<file path="config.mk">
export PLATFORM = sky130hd
export DESIGN_NAME = updown_mod_counter
export DESIGN_NICKNAME = d
export VERILOG_FILES = /design/src/rtl/counter_pkg.sv /design/src/rtl/count_prescaler.sv /design/src/rtl/updown_mod_counter.sv
export SDC_FILE = /design/constraint.sdc
export NUM_CORES = 1
export LEC_CHECK = 0
export BUFFER_PORTS_ARGS = -buffer_cell sky130_fd_sc_hd__buf_2
export CORE_UTILIZATION = 25
export DETAILED_ROUTE_END_ITERATION = 8
export HOLD_SLACK_MARGIN = 0.08
export PLACE_DENSITY = 0.62
export REMOVE_ABC_BUFFERS = 1
export SETUP_SLACK_MARGIN = 0.02
export SYNTH_ARGS = -nofsm -noshare
export SYNTH_HDL_FRONTEND = slang
export SYNTH_HIERARCHICAL = 1
export SYNTH_SLANG_ARGS = --single-unit
export TNS_END_PERCENT = 50
</file>
<file path="constraint.sdc">
create_clock -name clk -period 1.7 [get_ports clk]
set_input_delay 0.34 -clock clk [delete_from_list [all_inputs] [get_ports clk]]
set_output_delay 0.34 -clock clk [all_outputs]
set_load 0.005 [all_outputs]
</file>
<file path="src/rtl/counter_pkg.sv">
// Shared constants and parameter-legality check for the up/down modulo counter.
// Imported by the counter top level and its prescaler.
package counter_pkg;

  localparam logic DIR_UP    = 1'b1;
  localparam logic DIR_DOWN  = 1'b0;
  localparam logic MODE_WRAP = 1'b0;
  localparam logic MODE_SAT  = 1'b1;

  // MODULUS may equal 2**WIDTH, so the bound is computed in 64 bits.
  function automatic bit params_legal(input int width, input longint modulus, input int prescale);
    return (width >= 2) && (width <= 32) &&
           (modulus >= 2) && (modulus <= (longint'(1) << width)) &&
           (prescale >= 1) && (prescale <= 256);
  endfunction

endpackage

</file>
<file path="src/rtl/count_prescaler.sv">
// Step-enable generator: ticks on the PRESCALE-th enabled cycle, holds while en is low.
// With PRESCALE=1 the counter stays at 0 and tick follows en combinationally.
module count_prescaler
  import counter_pkg::*;
#(
  parameter int PRESCALE = 1
) (
  input  logic clk,
  input  logic rst,
  input  logic en,
  input  logic clr,
  output logic tick
);

  localparam int            CW   = (PRESCALE > 1) ? $clog2(PRESCALE) : 1;
  localparam logic [CW-1:0] LAST = CW'(PRESCALE - 1);

  logic [CW-1:0] cnt_q;
  logic [CW-1:0] cnt_d;

  assign tick = en && (cnt_q == LAST);

  always_comb begin
    cnt_d = cnt_q;
    if (clr || tick) begin
      cnt_d = '0;
    end else if (en) begin
      cnt_d = cnt_q + 1'b1;
    end
  end

  always_ff @(posedge clk) begin
    if (rst) begin
      cnt_q <= '0;
    end else begin
      cnt_q <= cnt_d;
    end
  end

endmodule

</file>
<file path="src/rtl/updown_mod_counter.sv">
// Up/down modulo-MODULUS counter with prescaler, wrap/saturate mode, parallel load,
// mirrored down count, terminal-count flag and a registered wrap pulse.
module updown_mod_counter
  import counter_pkg::*;
#(
  parameter int     WIDTH    = 4,
  parameter longint MODULUS  = 16,
  parameter int     PRESCALE = 1
) (
  input  logic             clk,
  input  logic             rst,
  input  logic             en,
  input  logic             up_dn,
  input  logic             sat,
  input  logic             load,
  input  logic [WIDTH-1:0] load_val,
  output logic [WIDTH-1:0] ucount,
  output logic [WIDTH-1:0] dcount,
  output logic             tc,
  output logic             wrap
);

  if (!params_legal(WIDTH, MODULUS, PRESCALE)) begin : g_bad_params
    $error("updown_mod_counter: illegal WIDTH/MODULUS/PRESCALE combination");
  end

  // One extra bit so MODULUS = 2**WIDTH is representable.
  localparam logic [WIDTH:0] MOD_X = (WIDTH+1)'(MODULUS);
  localparam logic [WIDTH:0] MAX_X = (WIDTH+1)'(MODULUS - 1);

  logic [WIDTH-1:0] ucount_q;
  logic [WIDTH-1:0] ucount_d;
  logic             wrap_q;
  logic             wrap_d;
  logic             step;
  logic [WIDTH:0]   cur_x;
  logic [WIDTH:0]   ld_x;
  logic [WIDTH:0]   inc_x;
  logic [WIDTH:0]   dec_x;

  // A load also restarts the prescale interval.
  count_prescaler #(
    .PRESCALE (PRESCALE)
  ) u_prescaler (
    .clk  (clk),
    .rst  (rst),
    .en   (en),
    .clr  (load),
    .tick (step)
  );

  assign cur_x = {1'b0, ucount_q};
  assign ld_x  = {1'b0, load_val};
  assign inc_x = cur_x + 1'b1;
  assign dec_x = cur_x - 1'b1;

  always_comb begin
    ucount_d = ucount_q;
    wrap_d   = 1'b0;
    if (load) begin
      ucount_d = (ld_x >= MOD_X) ? WIDTH'(MAX_X) : load_val;
    end else if (step) begin
      if (up_dn == DIR_UP) begin
        if (cur_x == MAX_X) begin
          if (sat != MODE_SAT) begin
            ucount_d = '0;
            wrap_d   = 1'b1;
          end
        end else begin
          ucount_d = WIDTH'(inc_x);
        end
      end else begin
        if (cur_x == '0) begin
          if (sat != MODE_SAT) begin
            ucount_d = WIDTH'(MAX_X);
            wrap_d   = 1'b1;
          end
        end else begin
          ucount_d = WIDTH'(dec_x);
        end
      end
    end
  end

  always_ff @(posedge clk) begin
    if (rst) begin
      ucount_q <= '0;
      wrap_q   <= 1'b0;
    end else begin
      ucount_q <= ucount_d;
      wrap_q   <= wrap_d;
    end
  end

  assign ucount = ucount_q;
  assign wrap   = wrap_q;
  assign dcount = WIDTH'(MAX_X - cur_x);
  assign tc     = (up_dn == DIR_UP) ? (cur_x == MAX_X) : (cur_x == '0);

endmodule

</file>
==> flow_summary.json <==
{
  "finalWorstSetupSlack_ps": -82.3,
  "chipWidth_um": 43.6,
  "mostFrequentLayoutCells": "sky130_fd_sc_hd__buf_2 (19), sky130_fd_sc_hd__buf_4 (10), sky130_fd_sc_hd__inv_1 (4), sky130_fd_sc_hd__dfxtp_1 (4)",
  "kind_of_end_point_of_the_critical_path": "primary output",
  "clock_path_buffers": 2,
  "gr-usage-all-layers_pct": 13.9,
  "routabilityCongestion": 0.761,
  "layout_commonest_cell": "sky130_fd_sc_hd__buf_2",
  "pre_repair_dr_iteration_count": 5,
  "failed_checks": "design-rule violations, negative setup slack",
  "p_leak_uw": 0.000319,
  "diodes": 0,
  "post_synth.cell_area_avg_sq_um": 8.99,
  "place.port_buffers": 19,
  "synth_sequential_area_ratio_pct": 27.8,
  "synth_area_sq_um": 432,
  "detailed_place.area_sq_um": 599,
  "worst_skew_pair.late_latency_ps": 260,
  "slew_headroom_pct": 68.3,
  "initial_utilization_pct": 27.7,
  "clock_sink_count": 6,
  "synth.distinct_cells": 27,
  "synth_cells": 48,
  "worstPathRequired_ps": 1360,
  "estimated_wirelength_of_the_detail_placed_design_um": 839,
  "hold_path_startpoint": "en",
  "area_growth_pct": 57.7,
  "critical_path.max_fanout": 3,
  "total_die_area_sq_um": 1900,
  "critPathLaunch": "ucount[0]$_SDFFE_PP0P_",
  "grt_setup_unrepaired": "yes",
  "switching_share_of_total_power_pct": 31.9,
  "fin_tns_setup_ps": -88.6,
  "worst_tran_pin_value_ps": 475,
  "die_height_um": 43.6,
  "timing.final.crit_period_ps": 1780,
  "dr_total_vias": 478,
  "type_of_the_worst_setup_path": "reg -> out",
  "stdcell_area_sq_um": 681,
  "cts_buffer_count": 3,
  "fp.coreArea_sq_um": 1560,
  "power.internal_uw": 325,
  "io-pin-count": 20,
  "fin_skew_ps": 8.95,
  "drc": 2,
  "drive_above_1_share_pct": 62.5,
  "vdd_drop_max_uv": 428,
  "timing.reg2reg.setup_slack_ps": -10,
  "row_count": 14,
  "report.final.setup_viol": 2,
  "via_per_inst": 4.98,
  "drt_first_iter_violations": 9,
  "global_route_wire_length_before_repair_um": 1890,
  "post-route-period-util_pct": 105,
  "final-hold-violation-count": 0,
  "power_frac_comb_pct": 37.7,
  "drv.max_cap_violation_count": 0,
  "fmax_mhz": 561,
  "switchingPower_uw": 152,
  "power.share.clock_pct": 29.6,
  "worst_setup_path_start_kind": "flop",
  "design.final.nets": 94,
  "hold_slack_ps": 255,
  "cts_tree": "built",
  "finalMaxSlewViolations": 0,
  "synth-warning-count": 6,
  "timing.critical_path.arrival_ps": 1440,
  "antenna_found_initial": 0,
  "register_bit_count_reported_by_yosys": 6,
  "pin_count_of_the_biggest_net_entering_global_routing": 9,
  "cts.root.buffer_cell": "sky130_fd_sc_hd__clkbuf_4",
  "clkSlewWorstSetupHoldPaths_ps": 50,
  "pwr-share-seq_pct": 32.7,
  "outcome": "finished with violations",
  "worst_r2r_startpoint": "ucount[0]$_SDFFE_PP0P_",
  "grt_overflow": 0,
  "ctsHtreeMaxLevel": 1,
  "worst_hold_path_type": "in -> reg",
  "wire_per_inst_um": 12.8,
  "grt_pass1_vias": 435,
  "ant_nets": 0,
  "drt_wl_total_um": 1230,
  "powerDensity_nw_per_um2": 700
}
==> Yosys cell counts <==
library cell               count  area share, %
sky130_fd_sc_hd__o31ai_1       1            1.7
sky130_fd_sc_hd__xnor2_1       2            4.1
sky130_fd_sc_hd__nor4b_2       1            3.5
sky130_fd_sc_hd__a221oi_2      1            3.5
sky130_fd_sc_hd__and4b_1       1            2.3
sky130_fd_sc_hd__a21bo_4       1            3.8
sky130_fd_sc_hd__nor4_1        1            1.5
sky130_fd_sc_hd__nand3_1       3            3.5
sky130_fd_sc_hd__nor2b_1       1            1.5
sky130_fd_sc_hd__or4b_4        1            3.2
sky130_fd_sc_hd__ha_1          2            5.8
sky130_fd_sc_hd__mux2_2        1            2.6
sky130_fd_sc_hd__a31oi_1       1            1.5
sky130_fd_sc_hd__o21bai_1      2            3.5
sky130_fd_sc_hd__o21ai_0       1            1.2
sky130_fd_sc_hd__a311oi_2      1            3.5
sky130_fd_sc_hd__nand2_4       1            2.6
sky130_fd_sc_hd__nand4b_1      1            2.0
sky130_fd_sc_hd__and2_1        1            1.5
sky130_fd_sc_hd__nand2_1       3            2.6
sky130_fd_sc_hd__a31o_2        1            2.0
sky130_fd_sc_hd__o311ai_0      1            2.0
sky130_fd_sc_hd__a21oi_1       4            4.6
sky130_fd_sc_hd__inv_1         6            5.2
sky130_fd_sc_hd__nand4_1       1            1.5
sky130_fd_sc_hd__dfxtp_1       6             28
sky130_fd_sc_hd__nor2_1        2            1.7
==> routing by layer <==
| layer | routed length (um) | part of all wire (%) | global-route usage [%] | vias to the layer above |
|---|---|---|---|---|
| li1 | - | - | - | 246 |
| met3 | 51 | 4.1 | 5.00 | 3 |
| met2 | 616 | 50 | 21.5 | 12 |
| met1 | 544 | 44 | 17.5 | 217 |
| met4 | 19 | 1.5 | 5.63 | 0 |
| met5 | 0 | 0 | 0 | - |
==> area by class of cell <==
type	count	area, sq um
Timing Repair Buffer	29	170
Inverter	6	22.5
Tap cell	16	20.0
Sequential cell	6	123
Multi-Input combinational cell	36	323
Fill cell	152	878
Clock buffer	3	22.5
==> flip-flops by register name, summed over array words and instances (netlist names) <==
| register | cells |
|---|---|
| ucount | 4 |
| u_prescaler/cnt_q | 1 |
| wrap | 1 |
==> kinds of logic after synthesis <==
group,share of synthesized area [%]
XOR/XNOR,4.06
buffers and inverters,5.22
adder cells (fa/ha/maj),5.80
AND/OR/NAND/NOR,27.2
AO/OA/AOI/OAI,27.2
flip-flops,27.8
multiplexers,2.61
==> power groups by stage <==
stage          Combinational (uW)  Clock (uW)  Sequential (uW)
2_1_floorplan                72.7           0              166
3_3_place_gp                  150           0              157
3_5_place_dp                  149           0              157
4_1_cts                       160         142              155
5_1_grt                       195         150              156
6_report                      180         141              156
==> repair_timing <==
action | 4_1_cts | 5_1_grt
resized for setup | 7 | 5
setup endpoints to repair | 5 | 5
setup buffers | 1 | 2
pin swaps | 3 | 4
hold buffers | 0 | 0
endpoints found under the hold margin | 0 | 0
==> critical path: stages (launching register included) <==
cell and delay [ps]:
sky130_fd_sc_hd__dfxtp_2 310, sky130_fd_sc_hd__inv_2 80, sky130_fd_sc_hd__ha_4 140, sky130_fd_sc_hd__or4b_4 480, sky130_fd_sc_hd__nand2_2 80, sky130_fd_sc_hd__buf_2 110
==> worst paths after layout <==
check / endpoint / cells past startpoint
min: u_prescaler/cnt_q$_SDFFE_PP0P_ / 2
max reg2reg: ucount[1]$_SDFFE_PP0P_ / 7
min reg2reg: u_prescaler/cnt_q$_SDFFE_PP0P_ / 1
max: tc / 5
==> stage by stage <==
stage          worst slack [ps]  power, uW  std cells  utilization, %
2_1_floorplan             -86.6        239         48               -
3_3_place_gp              -7.88        307         90            38.4
3_5_place_dp              -18.3        306         90            38.4
4_1_cts                   -71.4        457         94            41.6
5_1_grt                    -129        502         96            43.7
6_report                  -82.3        477         96            43.7
Power figures use the tool's default switching activity.
